$ cat src/rtl/dphy_clk_mon_pkg.sv
// rtl/dphy_clk_mon_pkg.sv - shared types, constants and width helper for dphy_clk_monitor
package dphy_clk_mon_pkg;

  typedef enum logic [1:0] {MON_IDLE, MON_LOST, MON_ACQUIRE, MON_LOCKED} mon_state_t;

  localparam int LOSS_CNT_W = 8;

  function automatic int cnt_width(input int max_val);
    return (max_val < 1) ? 1 : $clog2(max_val + 1);
  endfunction

endpackage

$ cat src/rtl/dphy_clk_mon_ch.sv
// rtl/dphy_clk_mon_ch.sv - single-channel clock presence monitor (sync, edge detect, absent timer, FSM)
// Optional per-channel loss counter under DPHY_CLK_MON_LOSS_CNT_EN.
module dphy_clk_mon_ch
  import dphy_clk_mon_pkg::*;
#(
  parameter int SYNC_STAGES   = 2,
  parameter int ABSENT_CYCLES = 200,
  parameter int PRESENT_EDGES = 3
) (
  input  logic                  ref_clk_i,
  input  logic                  rst_n_i,
  input  logic                  enable_i,
  input  logic                  clk_mon_i,
`ifdef DPHY_CLK_MON_LOSS_CNT_EN
  input  logic                  loss_cnt_clr_i,
  output logic [LOSS_CNT_W-1:0] loss_cnt_o,
`endif
  output logic                  locked_next_o,
  output logic                  rst_o,
  output logic                  locked_o,
  output logic                  lost_o
);

  localparam int AW = cnt_width(ABSENT_CYCLES);
  localparam int EW = cnt_width(PRESENT_EDGES);
  localparam logic [AW-1:0] ABSENT_MAX = AW'(ABSENT_CYCLES);
  localparam logic [EW-1:0] EDGE_MAX   = EW'(PRESENT_EDGES);

  logic [SYNC_STAGES-1:0] sync_q;
  logic                   hist_q;
  logic [AW-1:0]          absent_cnt_q;
  logic [EW-1:0]          edge_cnt_q, edge_cnt_d, edge_inc;
  mon_state_t             state_q, state_d;
  logic                   edge_det, absent;

  // Both polarities of the monitored clock count as an edge.
  assign edge_det = sync_q[SYNC_STAGES-1] ^ hist_q;
  assign absent   = (absent_cnt_q == ABSENT_MAX);
  assign edge_inc = (edge_cnt_q == EDGE_MAX) ? EDGE_MAX : edge_cnt_q + EW'(1);

  always_ff @(posedge ref_clk_i) begin
    if (!rst_n_i) begin
      sync_q <= '0;
      hist_q <= 1'b0;
    end else begin
      sync_q <= {sync_q[SYNC_STAGES-2:0], clk_mon_i};
      hist_q <= sync_q[SYNC_STAGES-1];
    end
  end

  always_ff @(posedge ref_clk_i) begin
    if (!rst_n_i) begin
      absent_cnt_q <= ABSENT_MAX;
    end else if (edge_det) begin
      absent_cnt_q <= '0;
    end else if (!absent) begin
      absent_cnt_q <= absent_cnt_q + AW'(1);
    end
  end

  always_comb begin
    state_d    = state_q;
    edge_cnt_d = edge_cnt_q;
    if (!enable_i) begin
      state_d    = MON_IDLE;
      edge_cnt_d = '0;
    end else begin
      case (state_q)
        MON_IDLE: state_d = MON_LOST;
        MON_LOST: begin
          if (edge_det) begin
            edge_cnt_d = EW'(1);
            state_d    = (PRESENT_EDGES == 1) ? MON_LOCKED : MON_ACQUIRE;
          end
        end
        MON_ACQUIRE: begin
          if (edge_det) begin
            edge_cnt_d = edge_inc;
            if (edge_inc == EDGE_MAX) state_d = MON_LOCKED;
          end else if (absent) begin
            state_d    = MON_LOST;
            edge_cnt_d = '0;
          end
        end
        MON_LOCKED: begin
          if (!edge_det && absent) begin
            state_d    = MON_LOST;
            edge_cnt_d = '0;
          end
        end
        default: state_d = MON_IDLE;
      endcase
    end
  end

  assign locked_next_o = (state_d == MON_LOCKED);

  // Outputs decode the next state so they move with the state register.
  always_ff @(posedge ref_clk_i) begin
    if (!rst_n_i) begin
      state_q    <= MON_IDLE;
      edge_cnt_q <= '0;
      rst_o      <= 1'b1;
      locked_o   <= 1'b0;
      lost_o     <= 1'b0;
    end else begin
      state_q    <= state_d;
      edge_cnt_q <= edge_cnt_d;
      rst_o      <= (state_d != MON_LOCKED);
      locked_o   <= (state_d == MON_LOCKED);
      lost_o     <= (state_q == MON_LOCKED) && (state_d == MON_LOST);
    end
  end

`ifdef DPHY_CLK_MON_LOSS_CNT_EN
  logic [LOSS_CNT_W-1:0] loss_cnt_q;

  always_ff @(posedge ref_clk_i) begin
    if (!rst_n_i || loss_cnt_clr_i) begin
      loss_cnt_q <= '0;
    end else if (lost_o && (loss_cnt_q != '1)) begin
      loss_cnt_q <= loss_cnt_q + LOSS_CNT_W'(1);
    end
  end

  assign loss_cnt_o = loss_cnt_q;
`endif

endmodule

$ cat src/rtl/dphy_clk_monitor.sv
// rtl/dphy_clk_monitor.sv - multi-channel D-PHY clock presence monitor with aggregate lock flags
// Define DPHY_CLK_MON_LOSS_CNT_EN to add per-channel saturating loss counters.
module dphy_clk_monitor
  import dphy_clk_mon_pkg::*;
#(
  parameter int CH_CNT        = 4,
  parameter int SYNC_STAGES   = 2,
  parameter int ABSENT_CYCLES = 200,
  parameter int PRESENT_EDGES = 3
) (
  input  logic                         ref_clk_i,
  input  logic                         rst_n_i,
  input  logic [CH_CNT-1:0]            enable_i,
  input  logic [CH_CNT-1:0]            clk_mon_i,
`ifdef DPHY_CLK_MON_LOSS_CNT_EN
  input  logic                         loss_cnt_clr_i,
  output logic [CH_CNT*LOSS_CNT_W-1:0] loss_cnt_o,
`endif
  output logic [CH_CNT-1:0]            rst_o,
  output logic [CH_CNT-1:0]            locked_o,
  output logic                         all_locked_o,
  output logic                         any_locked_o,
  output logic [CH_CNT-1:0]            lost_o
);

  logic [CH_CNT-1:0] locked_next;

  for (genvar ch = 0; ch < CH_CNT; ch++) begin : g_ch
    dphy_clk_mon_ch #(
      .SYNC_STAGES  (SYNC_STAGES),
      .ABSENT_CYCLES(ABSENT_CYCLES),
      .PRESENT_EDGES(PRESENT_EDGES)
    ) u_ch (
      .ref_clk_i    (ref_clk_i),
      .rst_n_i      (rst_n_i),
      .enable_i     (enable_i[ch]),
      .clk_mon_i    (clk_mon_i[ch]),
`ifdef DPHY_CLK_MON_LOSS_CNT_EN
      .loss_cnt_clr_i(loss_cnt_clr_i),
      .loss_cnt_o   (loss_cnt_o[ch*LOSS_CNT_W +: LOSS_CNT_W]),
`endif
      .locked_next_o(locked_next[ch]),
      .rst_o        (rst_o[ch]),
      .locked_o     (locked_o[ch]),
      .lost_o       (lost_o[ch])
    );
  end

  // Aggregates use the next-state lock decode so they align with locked_o.
  always_ff @(posedge ref_clk_i) begin
    if (!rst_n_i) begin
      all_locked_o <= 1'b0;
      any_locked_o <= 1'b0;
    end else begin
      all_locked_o <= &locked_next;
      any_locked_o <= |locked_next;
    end
  end

endmodule

$ cat config.mk
export PLATFORM = sky130hd
export DESIGN_NAME = dphy_clk_monitor
export DESIGN_NICKNAME = d
export VERILOG_FILES = /design/src/rtl/dphy_clk_mon_pkg.sv /design/src/rtl/dphy_clk_mon_ch.sv /design/src/rtl/dphy_clk_monitor.sv
export SDC_FILE = /design/constraint.sdc
export NUM_CORES = 1
export LEC_CHECK = 0
export CAP_MARGIN = 40
export CORE_UTILIZATION = 58
export DETAILED_ROUTE_END_ITERATION = 8
export MAX_ROUTING_LAYER = met4
export PLACE_DENSITY = 0.8
export SLEW_MARGIN = 5
export SYNTH_ARGS = -nofsm -noshare
export SYNTH_HDL_FRONTEND = slang
export SYNTH_SLANG_ARGS = --single-unit
$ cat constraint.sdc
create_clock -name ref_clk_i -period 2.1 [get_ports ref_clk_i]
set_input_delay 0.42 -clock ref_clk_i [delete_from_list [all_inputs] [get_ports ref_clk_i]]
set_output_delay 0.42 -clock ref_clk_i [all_outputs]
set_load 0.03 [all_outputs]
==> metrics.txt, run 1 <==
status complete, no violations; hold buffer count at CTS 0; top post-synthesis cells by area dfxtp_1 46%, xnor2_1 5.2%, o21ai_0 4.4%; Core Footprint approximately 0.0052 mm2; number of synthesized register bits 74; DRC 0; Int Pwr 0.00240 W; diodes inserted 0; I/O Buffers 23; critical path capture point type flip-flop; RePlAce Congestion around 0.87; Synth Warn # 0; Post-Route WL around 5700 um; Util after Layout 69.7%; Clock power frac 33.3%; Synth area leader dfxtp_1; Critical Path Stages 6; CP Data Required Time between 2 and 2.5 ns; first-pass GRT wire length 10300 um; WL/cell 13.0 um; cell area after synthesis 0.00319 mm2; cell with the most instances after synthesis dfxtp_1; total power roughly 0.0033 W; Synth Instances 351; DP HPWL 3920 um; Slew headroom 55.9%; area share of the largest cell type after synthesis 46.4%; CP top delay family compound AO/OA/AOI/OAI gates; CTS clock-pin slew for the worst setup and hold paths 0.08 ns; period utilization 92.0%; total global routing overflow 0; switching part of the total around 28%; gr usage total 23.0%; endpoints failing hold 0; Final ANT Viol Nets 0; worst setup path class reg -> reg; sequential fraction of the synthesis area a little under half; FF-to-FF path depth 6; initial antenna violation count 0; largest net degree at the start of global routing 38; H-tree depth 3; total negative slack 0 ns; Netlist cell types between 40 and 50; Flop pwr share between 40% and 50%; vias per std cell about 5.5; slowest stage cell, crit path a2111oi_1; clk_skew 0.00700 ns; P_leak 1.37 nW; Synth Flop Type dfxtp_1; max-slew violation count 0; Cell Area, Placed 0.00342 mm2; via count 2409; crit-path max cell delay between 0.4 and 0.5 ns; DR pass1 iterations 4; final setup fails 0; Commonest cells post-synth 74 x dfxtp_1, 28 x o21ai_0, 26 x nand2_1, 23 x inv_1, 21 x nor2_1; TritonCTS Buffers 9; Clock Path Buffers 2; IO Count 24; Peak VDD IR 0.907 mV; PwrDens a little over 900 mW/mm2; Cell Rows 26; Final Worst Setup Slack 0.168 ns; Die Wd 76.2 um; Max Cap Violations 0; worst skew pair latency 0.35 ns; die area roughly 0.0058 mm2; Design Area, Final 0.00363 mm2; CTS tree done; net switching power 0.000940 W; Tightest Hold Check Type reg -> reg; worst-path fanout max 4; hold path cells 1; synth-to-layout area growth 13.6%; DRT iter0 DRCs 127; actual slew at the worst max-slew pin 0.660 ns; CP arrival 2.15 ns; number of global-route vias before repair 2417; RSZ-0062 raised after global routing false; Num Clock Sinks 74; Post-synth ARST share 0%; Die Height approximately 76 um; worst path cell trace inv_1, ha_1, nor4bb_1, nand4_1, a22o_1, a2111oi_1; Root Buffer clkbuf_8; postcts setup bufs 0; crit path time final 1.93 ns; Post-synth EDFFs 0; syn nets about 370; Fmax 518 MHz; pre-CTS setup slack 0.155 ns; worst path bufs/invs 1; Nets 385; Gate power share between 10% and 20%; Initial Utilization between 60% and 70%; share of cells above drive strength 1 7.80%; CP Launch Type flip-flop; syn_area_per_cell a little over 9 um2
==> timing repair <==
item                       CTS  global route
resized for setup            0             1
hold endpoints to repair     0             0
setup endpoints to repair    0             1
==> layout make-up <==
class | count | area (um2)
Clock inverter | 4 | 50.0
Fill cell | 417 | 1580
Sequential cell | 74 | 1480
Clock buffer | 12 | 155
Tap cell | 70 | 87.6
Inverter | 23 | 86.3
Timing Repair Buffer | 28 | 280
Multi-Input combinational cell | 231 | 1490
==> power by group through the flow <==
stage / Sequential, W / Combinational (W) / Clock, W
final: 0.00158 / 0.000649 / 0.00111
after global routing: 0.00159 / 0.000740 / 0.00121
after CTS: 0.00158 / 0.000648 / 0.00114
after detailed placement: 0.00161 / 0.000640 / 0
after global placement: 0.00161 / 0.000618 / 0
after floorplan: 0.00159 / 0.000517 / 0
==> cell families after synthesis <==
kind of cell,count (synthesis),share of synthesized area (%)
AO/OA/AOI/OAI,60,11.9
adder cells (fa/ha/maj),8,3.14
XOR/XNOR,36,10.1
AND/OR/NAND/NOR,123,20.1
buffers and inverters,46,7.06
multiplexers,4,1.25
flip-flops,74,46.4
==> placed cells by master, fill, tap and decap left out, types with 5 or more instances in the layout <==
cell type,count
clkdlybuf4s50_1,23
o21ai_0,28
xnor2_1,19
dfxtp_1,74
and2_1,15
clkbuf_8,11
a31oi_1,5
a21oi_1,9
and3_1,8
nand2_1,26
nand3_1,15
ha_1,8
xor2_1,16
nor3_1,17
nand4_1,5
inv_1,23
nor2_1,21
==> final timing paths <==
kind,startpoint,to,slack (ns)
worst max-delay path,g_ch[2].u_ch.absent_cnt_q[0],g_ch[2].u_ch.lost_o,0.17
worst min-delay path,g_ch[3].u_ch.sync_q[0],g_ch[3].u_ch.sync_q[1],0.44
worst max register to register,g_ch[2].u_ch.absent_cnt_q[0],g_ch[2].u_ch.lost_o,0.17
worst min register to register,g_ch[3].u_ch.sync_q[0],g_ch[3].u_ch.sync_q[1],0.44
==> through the flow <==
stage	hold WS (ns)	std cells
CTS	0.438	442
detailed placement	0.420	426
finish	0.435	442
floorplan	0.412	351
global route	0.456	442
global placement	0.413	426
==> sequential cells by signal (all words and copies together) (netlist names) <==
signal	cells
any_locked_o	1
g_ch.u_ch.state_q	8
all_locked_o	1
g_ch.u_ch.edge_cnt_q	8
g_ch.u_ch.rst_o	4
g_ch.u_ch.absent_cnt_q	32
g_ch.u_ch.hist_q	4
g_ch.u_ch.sync_q	8
g_ch.u_ch.locked_o	4
g_ch.u_ch.lost_o	4
==> worst register-to-register path, delay by kind of cell, from the launching register on <==
| family | cells | cell delay [ns] |
|---|---|---|
| compound gates | 2 | 0.69 |
| simple gates | 2 | 0.55 |
| flops | 1 | 0.33 |
| fa+ha+maj | 1 | 0.14 |
| buf+inv | 1 | 0.09 |
==> layer usage <==
metal / routed length [um] / track usage (%) / vias up
met5: 0 / - / -
met4: 119 / 11.0 / 0
met3: 232 / 6.35 / 16
met2: 2870 / 39.7 / 54
met1: 2520 / 24.2 / 1128
li1: - / - / 1211
No activity file was read; power rests on OpenSTA's default activity.
==> inputs of run 2 (changes only) <==
Settings changed: CELL_PAD_IN_SITES_DETAIL_PLACEMENT set to 0, CELL_PAD_IN_SITES_GLOBAL_PLACEMENT set to 1, CORE_UTILIZATION 58 to 44, CTS_CLUSTER_SIZE set to 16, PLACE_DENSITY 0.8 to 0.79, SETUP_SLACK_MARGIN set to 0.15.
==> run 2 against run 1 <==
Compared with the run above:
- combinational power grew 2%
- power is 0.89% lower
- register-to-register slack gained 0.09 ns
- wire length down 5.5%
- design area increased by 1.9%
- via count is 3.1% lower
- critical endpoint is now any_locked_o
- largest cell class unchanged
- largest power group unchanged
==> metrics.txt, run 2 (same netlist as run 1, synthesis figures left out) <==
status complete, no violations; worst skew pair latency ~0.34 ns; Peak VDD IR about 0.37 mV; Max Cap Violations 0; WL/cell around 11 um; actual slew at the worst max-slew pin 0.628 ns; Die Wd 87.2 um; most frequent cells in the layout 74 x dfxtp_1, 28 x o21ai_0, 26 x nand2_1, 23 x inv_1, 23 x clkdlybuf4s50_1; Die Height ~87 um; CTS clock-pin slew for the worst setup and hold paths 0.08 ns; max-slew violation count 0; CP Launch Type flip-flop; DRC 0; via count 2335; RePlAce Congestion 0.803; I/O Buffers 23; total negative slack 0 ns; Nets roughly 390; Initial Utilization 46.2%; commonest non-fill, non-tap cell in the layout dfxtp_1; worst setup path class reg -> reg; final setup fails 0; initial antenna violation count 0; Largest register FFs 32; Cell Rows 30; worst-path fanout max 7; endpoints failing hold 0; gr usage total 16.5%; IO Count 24; CP Data Required Time between 2 and 2.5 ns; Clock Path Buffers 2; largest net degree at the start of global routing 23; Final Worst Setup Slack 0.261 ns; slowest stage cell, crit path or4_4; vias per std cell 4.95; CTS tree done; critical path capture point type flip-flop; Final ANT Viol Nets 0; synth-to-layout area growth 15.8%; pre-CTS setup slack 0.186 ns; P_leak 1.39 nW; number of global-route vias before repair 2162; Core Footprint about 0.0069 mm2; TritonCTS Buffers 9; Fmax 544 MHz; worst path cell trace inv_1, ha_1, nand4b_1, or4_4, and4b_4, o31ai_4, nand2_1; DRT iter0 DRCs 79; Root Buffer clkbuf_8; total global routing overflow 0; DP HPWL approximately 3900 um; period utilization between 80% and 90%; fill count around 670; H-tree depth 3; die area around 0.0076 mm2; Biggest register g_ch.u_ch.absent_cnt_q; Tightest Hold Check Type reg -> reg; crit-path max cell delay 0.55 ns; Num Clock Sinks 74; clk_skew 0.0122 ns; DR pass1 iterations 4; PwrDens 896 mW/mm2; crit path time final 1.84 ns; first-pass GRT wire length between 9000 and 10000 um; share of cells above drive strength 1 9.84%; CP arrival between 2 and 2.5 ns; RSZ-0062 raised after global routing false; diodes inserted 0; Slew headroom around 58%; Post-Route WL 5420 um
## run 2: cell count changes in the layout (fill, tap and decap cells not counted), sizes merged
cell      previous run  this run
clkinvlp             2         1
clkinv               1         5
buf                  5         9
clkbuf              12         9
## run 2: stage by stage
step           hold WS, ns  power, W  cell area (um2)  util, %  std cells
2_1_floorplan        0.412   0.00211             3190        -        351
6_report             0.433   0.00331             3690     53.5        472
4_1_cts              0.436   0.00334             3670     53.1        471
3_3_place_gp         0.414   0.00225             3480     50.3        455
3_5_place_dp         0.419   0.00226             3480     50.3        455
5_1_grt              0.441   0.00352             3690     53.5        472
## run 2: layout make-up
class / instances / area, um2 / share of cell area (%)
clock buffer: 9 / 124 / 3.35
clock inverter: 7 / 70.1 / 1.90
inverter: 23 / 86.3 / 2.34
multi-input combinational: 231 / 1500 / 40.7
sequential: 74 / 1480 / 40.1
tap: 96 / 120 / 3.25
timing repair buffer: 32 / 310 / 8.40
## run 2: path summary, 6_finish.rpt
kind                                start                      to  slack [ns]  cells past startpoint
max          g_ch[3].u_ch.absent_cnt_q[0]            any_locked_o        0.26                      7
min                g_ch[1].u_ch.sync_q[0]  g_ch[1].u_ch.sync_q[1]        0.43                      1
max reg2reg  g_ch[3].u_ch.absent_cnt_q[0]            any_locked_o        0.26                      7
min reg2reg        g_ch[1].u_ch.sync_q[0]  g_ch[1].u_ch.sync_q[1]        0.43                      1
## run 2: critical path: cells and delay by family, from the launching register on
kind	cells	cell delay (ns)
AOI/OAI and AO/OA	1	0.15
and+or+nand+nor	4	0.99
DFF	1	0.33
buffers and inverters	1	0.09
adders and majority gates	1	0.17
## run 2: what timing repair did
action | in CTS | in global routing
resized for setup | 0 | 4
hold buffers | 0 | 0
setup endpoints to repair | 0 | 2
endpoints found under the hold margin | 0 | 0
setup buffers | 0 | 1
## run 2: metal layers
layer | part of all wire, % | vias to the layer above | track usage, %
li1 | - | 1217 | -
met1 | 52 | 1078 | 21.2
met2 | 44 | 33 | 24.2
met3 | 2.8 | 7 | 3.51
met4 | 1.5 | 0 | 9.24
met5 | 0 | - | -
## run 2: where the power goes
group / internal, W / total, W / switching (W)
logic: 0.000312 / 0.000660 / 0.000348
clock network: 0.000546 / 0.00107 / 0.000523
registers: 0.00150 / 0.00158 / 0.0000855
total: 0.00235 / 0.00331 / 0.000957
==> inputs of run 3 (changes only) <==
Settings changed: REMOVE_ABC_BUFFERS set to 1.
==> run 3 against run 2 <==
Compared with the run above:
- first-iteration DRC count is 5.1% lower
- worst setup slack better by 0.0077 ns
- wire length is 1.5% higher
- final cell count is 0.21% lower
- sequential power hardly changed
- critical endpoint unchanged
==> metrics.txt, run 3 (same netlist as run 1, synthesis figures left out) <==
Biggest register g_ch.u_ch.absent_cnt_q; Max Cap Violations 0; CP Data Required Time between 2 and 2.5 ns; Die Wd ~87 um; net switching power 0.000941 W; PwrDens 875 mW/mm2; worst skew pair latency 0.34 ns; Initial Utilization 46.2%; Post-Layout Cell Count 471; vias per std cell 4.98; Reg area 0.00148 mm2; Clock power frac about 30%; CP Launch Type flip-flop; area of the multi-input gates 0.00150 mm2; Peak VDD IR 0.600 mV; crit path time final 1.83 ns; Slew headroom between 50 and 60%; FF-to-FF path depth 7; diodes inserted 0; period utilization between 80% and 90%; RSZ-0062 raised after global routing false; fill count slightly below 700; switching part of the total 29.3%; final setup fails 0; Worst R2R End any_locked_o; DP HPWL 3900 um; RePlAce Congestion 0.816; r2r setup slk roughly 0.27 ns; Int Pwr 0.00227 W; Placed Cells around 460; Largest register FFs 32; max-slew violation count 0; via count 2346; total global routing overflow 0; DR pass1 iterations 4; Fmax ~550 MHz; hold path start g_ch[0].u_ch.sync_q[0]; Num Clock Sinks 74; WL/cell between 10 and 15 um; endpoints failing hold 0; Tightest Hold Check Type reg -> reg; first-pass GRT wire length between 9000 and 10000 um; H-tree depth 3; P_leak about 1.4 nW; worst flop-to-flop path startpoint g_ch[3].u_ch.absent_cnt_q[0]; Nets 389; Core Footprint approximately 0.007 mm2; Post-Route WL approximately 5500 um; TritonCTS Buffers 9; Root Buffer clkbuf_8; worst-path fanout max 7; total power 0.00321 W; CTS clock-pin slew for the worst setup and hold paths around 0.08 ns; Flop pwr share roughly half; Final ANT Viol Nets 0; hold buffer count at CTS 0; DRT iter0 DRCs 75; number of global-route vias before repair 2094; commonest non-fill, non-tap cell in the layout dfxtp_1; clk_skew between 0.01 and 0.015 ns; most frequent cells in the layout 74 x dfxtp_1, 28 x o21ai_0, 26 x nand2_1, 23 x inv_1, 23 x clkdlybuf4s50_1; IO Count 24; critical path capture point type flip-flop; gr usage total around 17%; status complete, no violations; WHS Endpoint g_ch[0].u_ch.sync_q[1]; die area 0.00760 mm2; synth-to-layout area growth 15.0%; Clock Path Buffers 2; initial antenna violation count 0; share of cells above drive strength 1 around a tenth; Gate power share 21.0%; CP arrival between 2 and 2.5 ns; DRC 0; Die Height a little under 90 um; I/O Buffers 23; CTS tree done; actual slew at the worst max-slew pin 0.623 ns; worst setup path class reg -> reg; hold path cells 1; Cell Rows 30; largest net degree at the start of global routing 19; total negative slack 0 ns
-- run 3: per-stage QoR --
stage                     hold slack, ns  area, um2  util, %  setup WS [ns]
final                              0.433       3670     53.2          0.269
after global routing               0.445       3670     53.2          0.159
after CTS                          0.433       3650     52.8          0.190
after detailed placement           0.420       3480     50.3          0.210
after global placement             0.420       3480     50.3          0.273
after floorplan                    0.412       3050        -          0.387
-- run 3: worst max-delay path: stages (launching register included) --
cell	delay, ns
dfxtp_1	0.33
inv_1	0.09
ha_1	0.16
nand4b_1	0.13
or4_4	0.55
and4b_4	0.25
o31ai_4	0.15
nand2_1	0.07
-- run 3: repair_timing --
item | in CTS | in global routing
gates resized for setup | 0 | 4
setup endpoints to repair | 0 | 5
setup buffers | 0 | 1
-- run 3: cell type report --
cell class	count	share of cell area (%)
multi-input combinational	231	40.9
clock buffer	11	3.85
timing repair buffer	32	8.45
tap	96	3.27
sequential	74	40.4
inverter	23	2.35
clock inverter	4	0.784
-- run 3: power by group through the flow --
stage	Clock [W]	Sequential, W	Combinational, W
floorplan	0	0.00159	0.000476
global placement	0	0.00161	0.000653
detailed placement	0	0.00161	0.000660
CTS	0.00101	0.00158	0.000664
global route	0.00105	0.00160	0.000772
finish	0.000959	0.00158	0.000676
-- run 3: worst max-delay path by stage --
stage / end / depth (start not counted) / slack, ns / from
6_report: any_locked_o / 7 / 0.27 / g_ch[3].u_ch.absent_cnt_q[0]
5_1_grt: any_locked_o / 7 / 0.16 / g_ch[3].u_ch.absent_cnt_q[0]
3_5_place_dp: g_ch[2].u_ch.lost_o / 6 / 0.21 / g_ch[2].u_ch.absent_cnt_q[0]
2_1_floorplan: any_locked_o / 7 / 0.39 / g_ch[3].u_ch.absent_cnt_q[0]
3_3_place_gp: g_ch[1].u_ch.edge_cnt_q[1] / 5 / 0.27 / rst_n_i
4_1_cts: g_ch[2].u_ch.lost_o / 6 / 0.19 / g_ch[2].u_ch.absent_cnt_q[0]
-- run 3: layer usage --
layer  track usage [%]  wire (um)
met2              24.6       2390
met4              6.26         91
met3              5.97        254
met1              21.2       2770
met5                 -          0
